===== src/rtl/trace_pkg.sv =====
// Shared definitions for the execution-trace buffer: FSM encoding and the
// bit layout of one stored trace entry.
package trace_pkg;

    typedef enum logic [1:0] {
        ST_IDLE  = 2'd0,
        ST_ARMED = 2'd1,
        ST_POST  = 2'd2,
        ST_DRAIN = 2'd3
    } trace_state_e;

    // Entry layout, LSB first: flags, rd, wdata, instr, pc.
    localparam int FLAG_REGWRITE = 0;
    localparam int FLAG_MEMWRITE = 1;
    localparam int FLAGS_LSB     = 0;
    localparam int FLAGS_W       = 2;
    localparam int RD_LSB        = 2;
    localparam int RD_W          = 5;
    localparam int WDATA_LSB     = RD_LSB + RD_W;

    function automatic int entry_w(input int xlen);
        return 3 * xlen + RD_W + FLAGS_W;
    endfunction

    function automatic int instr_lsb(input int xlen);
        return WDATA_LSB + xlen;
    endfunction

    function automatic int pc_lsb(input int xlen);
        return WDATA_LSB + 2 * xlen;
    endfunction

endpackage


===== src/rtl/trace_ram.sv =====
// Trace entry storage: one synchronous write port, one asynchronous read port.
// The array carries no reset; only the pointers in the parent qualify its contents.
module trace_ram #(
    parameter int DEPTH = 16,
    parameter int WIDTH = 103
) (
    input  logic                     clk,
    input  logic                     we,
    input  logic [$clog2(DEPTH)-1:0] waddr,
    input  logic [WIDTH-1:0]         wdata,
    input  logic [$clog2(DEPTH)-1:0] raddr,
    output logic [WIDTH-1:0]         rdata
);

    logic [WIDTH-1:0] mem [DEPTH];

    always_ff @(posedge clk) begin
        if (we) begin
            mem[waddr] <= wdata;
        end
    end

    assign rdata = mem[raddr];

endmodule


===== src/rtl/riscv_trace_buffer.sv =====
// Execution-trace capture: records retired instructions into a circular buffer,
// freezes the window a fixed number of entries after a trigger, then drains oldest-first.
module riscv_trace_buffer
    import trace_pkg::*;
#(
    parameter int XLEN      = 32,
    parameter int DEPTH     = 16,
    parameter int POST_TRIG = 8
) (
    input  logic                     clk,
    input  logic                     reset,
    input  logic                     arm,
    input  logic                     trig_en,
    input  logic [XLEN-1:0]          trig_pc,
    input  logic                     force_trig,
    input  logic                     cap_valid,
    input  logic [XLEN-1:0]          cap_pc,
    input  logic [XLEN-1:0]          cap_instr,
    input  logic [XLEN-1:0]          cap_wdata,
    input  logic [4:0]               cap_rd,
    input  logic                     cap_regwrite,
    input  logic                     cap_memwrite,
    input  logic                     rd_ready,
    output logic                     rd_valid,
    output logic [XLEN-1:0]          rd_pc,
    output logic [XLEN-1:0]          rd_instr,
    output logic [XLEN-1:0]          rd_wdata,
    output logic [4:0]               rd_rd,
    output logic [1:0]               rd_flags,
    output logic [1:0]               state,
    output logic [$clog2(DEPTH):0]   count,
    output logic                     overflow
);

    localparam int AW        = $clog2(DEPTH);
    localparam int EW        = entry_w(XLEN);
    localparam int INSTR_LSB = instr_lsb(XLEN);
    localparam int PC_LSB    = pc_lsb(XLEN);

    localparam logic [AW:0]   FULL      = (AW+1)'(DEPTH);
    localparam logic [AW:0]   CNT_ONE   = (AW+1)'(1);
    localparam logic [AW-1:0] POST_LOAD = AW'(POST_TRIG);
    localparam logic [AW-1:0] POST_ONE  = AW'(1);

    trace_state_e    state_q;
    logic [AW-1:0]   wptr;
    logic [AW-1:0]   rptr;
    logic [AW-1:0]   post_cnt;
    logic [AW:0]     count_q;
    logic            overflow_q;

    logic            capture_on;
    logic            wr_en;
    logic            pc_hit;
    logic            trig;
    logic            rd_valid_int;
    logic            pop;
    logic [EW-1:0]   wr_entry;
    logic [EW-1:0]   rd_entry;

    // arm outranks a same-cycle retire: that entry is neither stored nor able to trigger.
    assign capture_on = (state_q == ST_ARMED) || (state_q == ST_POST);
    assign wr_en      = cap_valid && capture_on && !arm;
    assign pc_hit     = trig_en && (cap_pc == trig_pc);
    assign trig       = wr_en && (state_q == ST_ARMED) && (force_trig || pc_hit);

    // Readout handshake: an entry transfers on a cycle where rd_valid && rd_ready;
    // while rd_valid is high and rd_ready low, every rd_* output holds its value.
    assign rd_valid_int = (state_q == ST_DRAIN) && (count_q != '0);
    assign pop          = rd_valid_int && rd_ready;

    assign wr_entry = {cap_pc, cap_instr, cap_wdata, cap_rd, cap_memwrite, cap_regwrite};

    trace_ram #(
        .DEPTH (DEPTH),
        .WIDTH (EW)
    ) u_ram (
        .clk   (clk),
        .we    (wr_en),
        .waddr (wptr),
        .wdata (wr_entry),
        .raddr (rptr),
        .rdata (rd_entry)
    );

    always_ff @(posedge clk or negedge reset) begin
        if (!reset) begin
            state_q    <= ST_IDLE;
            wptr       <= '0;
            rptr       <= '0;
            post_cnt   <= '0;
            count_q    <= '0;
            overflow_q <= 1'b0;
        end else if (arm) begin
            state_q    <= ST_ARMED;
            wptr       <= '0;
            rptr       <= '0;
            post_cnt   <= '0;
            count_q    <= '0;
            overflow_q <= 1'b0;
        end else begin
            // Writes and pops live in disjoint states, so they never collide on count/rptr.
            if (wr_en) begin
                wptr <= wptr + 1'b1;
                if (count_q == FULL) begin
                    overflow_q <= 1'b1;
                    rptr       <= rptr + 1'b1;
                end else begin
                    count_q <= count_q + 1'b1;
                end
            end
            if (pop) begin
                count_q <= count_q - 1'b1;
                rptr    <= rptr + 1'b1;
            end

            case (state_q)
                ST_ARMED: begin
                    if (trig) begin
                        if (POST_TRIG == 0) begin
                            state_q <= ST_DRAIN;
                        end else begin
                            post_cnt <= POST_LOAD;
                            state_q  <= ST_POST;
                        end
                    end
                end
                ST_POST: begin
                    if (wr_en) begin
                        post_cnt <= post_cnt - 1'b1;
                        if (post_cnt == POST_ONE) begin
                            state_q <= ST_DRAIN;
                        end
                    end
                end
                ST_DRAIN: begin
                    if (pop && (count_q == CNT_ONE)) begin
                        state_q <= ST_IDLE;
                    end
                end
                default: begin
                end
            endcase
        end
    end

    // Outputs are forced to zero whenever no entry is offered, so stale array data never leaks.
    assign rd_valid = rd_valid_int;
    assign rd_pc    = rd_valid_int ? rd_entry[PC_LSB +: XLEN]       : '0;
    assign rd_instr = rd_valid_int ? rd_entry[INSTR_LSB +: XLEN]    : '0;
    assign rd_wdata = rd_valid_int ? rd_entry[WDATA_LSB +: XLEN]    : '0;
    assign rd_rd    = rd_valid_int ? rd_entry[RD_LSB +: RD_W]       : '0;
    assign rd_flags = rd_valid_int ? rd_entry[FLAGS_LSB +: FLAGS_W] : '0;

    assign state    = state_q;
    assign count    = count_q;
    assign overflow = overflow_q;

endmodule


===== config.mk =====
export PLATFORM = sky130hd
export DESIGN_NAME = riscv_trace_buffer
export DESIGN_NICKNAME = d
export VERILOG_FILES = /design/src/rtl/trace_pkg.sv /design/src/rtl/trace_ram.sv /design/src/rtl/riscv_trace_buffer.sv
export SDC_FILE = /design/constraint.sdc
export NUM_CORES = 1
export LEC_CHECK = 0
export CAP_MARGIN = 40
export CORE_MARGIN = 4
export CORE_UTILIZATION = 55
export CTS_CLUSTER_DIAMETER = 30
export CTS_CLUSTER_SIZE = 16
export DETAILED_ROUTE_END_ITERATION = 8
export PLACE_DENSITY = 0.73
export SLEW_MARGIN = 40
export SYNTH_ARGS = -nofsm -noshare
export SYNTH_HDL_FRONTEND = slang
export SYNTH_SLANG_ARGS = --single-unit

===== constraint.sdc =====
create_clock -name clk -period 27.8 [get_ports clk]
set_input_delay 5.56 -clock clk [delete_from_list [all_inputs] [get_ports clk]]
set_output_delay 5.56 -clock clk [all_outputs]
set_load 0.01 [all_outputs]

Yosys cells after proc, flatten, opt, wreduce, memory -nomap -nowiden
Memory sizes are Yosys's and may differ from the RTL's.
Cells that the tools add are included.
Widths: inputs -> output; s select.
- shifts and indexed selects: 0
- div/mod/pow operators: 0
- $lt $le $gt $ge: 0
- add/subtract/negate cells: 5
- multiply operators: 0
- eq/ne operators: 12
- bitwise logic cells: 0
- reduce and logical (&&, ||, !) cells: 23
- multiplexer cells: 30
- operators with widths (operator ; number):
    $mux 32 ; 3
    $mux 4 ; 9
    $eq 32x32->1 ; 1
    $mux 5 ; 5
    $mux 2 ; 6
    $ne 3x3->1 const B ; 3
    $reduce_bool 3->1 ; 3
    $add 4x1->4 const B ; 2
    $logic_and 1x1->1 ; 8
    $pmux 4 s2 ; 1
    $ne 3x2->1 const B ; 2
    $pmux 2 s3 ; 1
    $reduce_and 2->1 ; 3
    $add 5x1->5 const B ; 1
    $eq 5x1->1 const B ; 1
    $eq 5x5->1 const B ; 1
    $mux 1 ; 5
    $reduce_and 5->1 ; 1
    $reduce_bool 5->1 ; 1
    $sub 5x1->5 const B ; 1
    $eq 2x2->1 const B ; 2
    $eq 4x1->1 const B ; 1
    $reduce_bool 2->1 ; 2
    $reduce_bool 4->1 ; 1
    5 further kinds ; 6
- bits in read-only memories: 0
- bits in latches: 0
- logic and storage cells: 77
- bits in writable memories: 1648
- flip-flop bits (word level): 20
- output and inout bits: 112
- memories kept: 1
- memory list (name ; words ; width ; read ports ; clocked after memory_dff ; wr ports ; line ; RTL):
    u_ram.mem ; 16 ; 103 ; 1 ; 0 ; 1 ; trace_ram.sv:15 ; logic [WIDTH-1:0] mem [DEPTH];

Depth between registers and ports, before layout
- depth after elaboration: 9
- depth in mapped cells: 9
- depth with buffers taken out: 8

Hierarchy
From an unflattened synthesis, not the netlist that was laid out.
- cell total of the unflattened synthesis: 2840
- area total of the unflattened synthesis: 64023.9 um^2
- modules (own cells, without submodules) (module ; seq. area each (um^2) ; times used ; cells each ; area an instance (um^2)):
    trace_ram ; 49487.5 ; 1 ; 2533 ; 61635.4
    riscv_trace_buffer ; 500.5 ; 1 ; 307 ; 2388.5

Worst setup path before layout
OpenSTA, ideal clock, no wires.
- path type: in2reg
- start point: input port cap_valid
- end point: memory u_ram.mem[0][0], enable pin
- setup slack: 14.064 ns
- path buffers: 1
- required time: 27.109 ns
- arrival time: 13.045 ns
- stages on the path: 5
- setup time: 0.691 ns
- cell sequence: nand2b_1 > clkbuf_1 > nor2_1 > nand2_1 > nor3_1
- cells in the longest elaborated chain, start to end: 4
- ends and longest elaborated chain (what ; line ; RTL):
    from (decl) ; riscv_trace_buffer.sv:16 ; input logic cap_valid,
    $logic_and 1x1->1 (2 in series) ; riscv_trace_buffer.sv:63 ; assign wr_en = cap_valid && capture_on && !arm;
    $mux 1 ; trace_ram.sv:18 ; if (we) begin
    $mux 1 (not written as such) ; trace_ram.sv:19 ; mem[waddr] <= wdata;
    to (decl) ; trace_ram.sv:15 ;
Every way passes these cells.

Worst setup path after layout
- start point: register rptr[0]
- end point: output port rd_wdata[24]
- cells in the longest elaborated chain, start to end: 2
- ends and longest elaborated chain (what ; line ; RTL):
    from (decl) ; riscv_trace_buffer.sv:47 ; logic [AW-1:0] rptr;
    from (signal assigned) ; riscv_trace_buffer.sv:107 ; rptr <= rptr + 1'b1;
    from (signal assigned) ; riscv_trace_buffer.sv:114 ; rptr <= rptr + 1'b1;
    $mem_v2 16x103 ; - ;
    $mux 32 ; riscv_trace_buffer.sv:151 ; assign rd_wdata = rd_valid_int ? rd_entry[WDATA_LSB +: XLEN] : '0;
    to (decl) ; riscv_trace_buffer.sv:27 ; output logic [XLEN-1:0] rd_wdata,
Every way passes these cells.

==> qor.yml <==
place:
  routabilityCongestion: 0.745
  port_buffers: 253
  dp_hpwl_um: 75800
timing:
  period_share: 0.403
  finalSetupViolCount: 0
  final-hold-violation-count: 0
  skew_ns: 0.0414
  grt_setup_unrepaired: "false"
  timing.fmax_mhz: 89.3
  min_period_ns: 11.19
  drv_slew: 0
  slew_headroom: 0.357
  worstMarginPinSlew_ns: 0.956
  setup_tns_ns: 0
setup_path:
  critPathLaunchType: "flop"
  cp_max_fo: 51
  worstSetupPathType: "flop to primary output"
  end_kind: "primary output"
  cp.required_ns: 22.24
  crit_arrival_ns: 5.63
routing:
  via_per_inst: 6.43
  ant_nets: 0
  vias: 31400
  drtPass1Iterations: 8
  drt_wl_total_um: 162000
  drc_errors: 0
  drtIter0Drc: 3727
  wl_per_cell_um: 33.2
global_route:
  antenna_found_initial: 19
  grt_use_met1: 0.362
  use_met3: 0.0738
  grt_pass1_wl_um: 237000
  grt_pass1_vias: 33800
  top_usage_layer: "met2"
  grt-ovfl-total: 0
  grt_util_all_layers: 0.272
  grt_max_degree: 93
  grtUsageMet2: 0.440
cts:
  cts_max_path_buffers: 4
  cts_resized: 0
  postCtsSetupRepairBufs: 0
  cts.sinks: 1668
  clock_latency_ns: 0.88
  numCtsBuffers: 314
  cts_tree: "done"
  cts_max_level: 5
  clock-root-buffer: "clkbuf_16"
  cts_hold_buf: 0
  path_clk_slew_ns: 0.04
run_status:
  status: "completed"
logic_synthesis:
  ys.flop_type: "edfxtp_1"
  syn_inst: 2610
  synth_edf_count: 1648
  syn_nets: 2767
  ys_seq_area_frac: 0.779
  syn_area_mm2: 0.0641
  yosysWarnings: 0
  synth_xor_area_frac: 0.00492
  avgSynthCellArea_um2: 24.6
  synth_top_family_by_area: "multiplexers"
  synth.distinct_cells: 45
  yosys.area_share.simple: 0.0168
  async_flop_share: 0.0120
  synth_seq_cells: 1668
  yosys-mux-area-fraction: 0.181
  synthAdderAreaFrac: 0.00293
  synth_compound_area_frac: 0.00353
final_layout:
  area_delta_synth_final_pct: 23.9
  seq_area_mm2: 0.0500
  layout_common_cells: "edfxtp_1 (1648), mux4_2 (515), clkbuf_16 (321), clkdlybuf4s50_1 (252), and2_1 (103)"
  drive_gt1_frac: 0.326
  multi_input_area_mm2: 0.0135
  fillerInstances: 6727
  mostFrequentLayoutCell: "edfxtp_1"
  nets: 3274
pwr:
  powerDensity_mw_per_mm2: 89.6
  leakagePower_nw: 24.9
  power.total_mw: 7.12
  peakVddDrop_mv: 0.0681
floorplanning:
  ios: 254
  die_h_um: 349
  die_x_um: 349
  dieArea_mm2: 0.122
  fp-row-count: 125
  start_util: 0.553
  coreArea_mm2: 0.116
min_path:
  min_path_type: "flop to flop"
job:
  drv_cap: 0
path summary, 6_finish.rpt:
kind,start,to,slack (ns),depth (start not counted)
hold / removal,overflow,overflow,0.54,2
hold reg to reg,overflow,overflow,0.54,2
max in group asynchronous,reset,rptr[1],22.71,1
setup reg to reg,state[0],u_ram.mem[11][17],23.60,8
setup / recovery,rptr[0],rd_wdata[24],16.61,8
min in group asynchronous,reset,count[0],4.68,1
layout make-up:
class / instances / share of cell area
diodes: 8 / 0.000252
clock buffers: 349 / 0.102
clock inverters: 202 / 0.0296
inverters: 17 / 0.000803
multi-input cells: 793 / 0.170
flip-flops and latches: 1668 / 0.629
well taps: 1524 / 0.0240
repair buffers: 323 / 0.0436
logic make-up after synthesis:
| logic type | count (synthesis) |
|---|---|
| buffers and inverters | 149 |
| DFF | 1668 |
| adders and majority gates | 15 |
| AOI/OAI and AO/OA | 33 |
| xor gates and xnor gates | 36 |
| muxes | 517 |
| and+or+nand+nor | 192 |
Yosys cell counts, types with 2 or more instances:
| master | instances | area, µm² |
|---|---|---|
| dfrtp_1 | 20 | 500 |
| buf_2 | 27 | 135 |
| nand3_1 | 2 | 10.0 |
| inv_1 | 17 | 63.8 |
| mux4_2 | 515 | 11600 |
| nand2b_1 | 6 | 37.5 |
| mux2i_1 | 2 | 20.0 |
| and2_1 | 103 | 644 |
| nor3_1 | 8 | 40.0 |
| a211oi_1 | 4 | 30.0 |
| a31oi_1 | 2 | 12.5 |
| o21ai_0 | 4 | 20.0 |
| o221ai_1 | 2 | 17.5 |
| nor4_1 | 5 | 31.3 |
| buf_6 | 5 | 56.3 |
| xnor2_1 | 23 | 201 |
| nor2_1 | 33 | 124 |
| a21oi_1 | 8 | 40.0 |
| and4_1 | 2 | 17.5 |
| ha_1 | 15 | 188 |
| buf_1 | 19 | 71.3 |
| nand4_1 | 8 | 50.1 |
| nor2b_1 | 3 | 18.8 |
| nand2_1 | 17 | 63.8 |
| xor2_1 | 13 | 114 |
| o21a_1 | 2 | 15.0 |
| buf_4 | 24 | 180 |
| edfxtp_1 | 1648 | 49500 |
| clkbuf_1 | 56 | 210 |
| a41oi_1 | 2 | 17.5 |
state kept, by name, indices dropped and copies added (netlist names):
signal and flops:
state 2, u_ram.mem 1648, overflow 1, post_cnt 4
wptr 4, count 5, rptr 4
per-stage QoR:
stage	setup WS (ns)	cell area, µm²	hold slack [ns]	utilization	cells
5_1_grt	16.12	79500	0.574	0.685	4881
3_5_place_dp	17.44	68900	0.536	0.594	4324
2_1_floorplan	14.06	64100	0.500	-	2610
6_report	16.61	79500	0.540	0.685	4884
4_1_cts	16.41	79400	0.543	0.685	4875
3_3_place_gp	16.51	68500	0.522	0.590	4310
critical path: stages, from the launching register on:
cell and delay [ns]:
dfrtp_4 0.62, buf_16 0.22, buf_6 0.55, buf_6 0.66, buf_4 0.71, mux4_2 0.62
mux4_2 0.51, and2_1 0.21, clkdlybuf4s50_1 0.57
per-layer routing:
metal,wire length (µm),vias up
li1,-,12300
met1,59200,16800
met2,82100,1937
met3,15200,321
met4,5320,16
met5,100,-
report_power, final:
group / switching [mW] / total, mW / internal (mW)
clock: 1.24 / 3.76 / 2.51
combinational: 0.267 / 0.520 / 0.252
sequential: 0.0210 / 2.84 / 2.82
total: 1.53 / 7.12 / 5.59
Note: power is estimated with default switching activity, not from simulation.
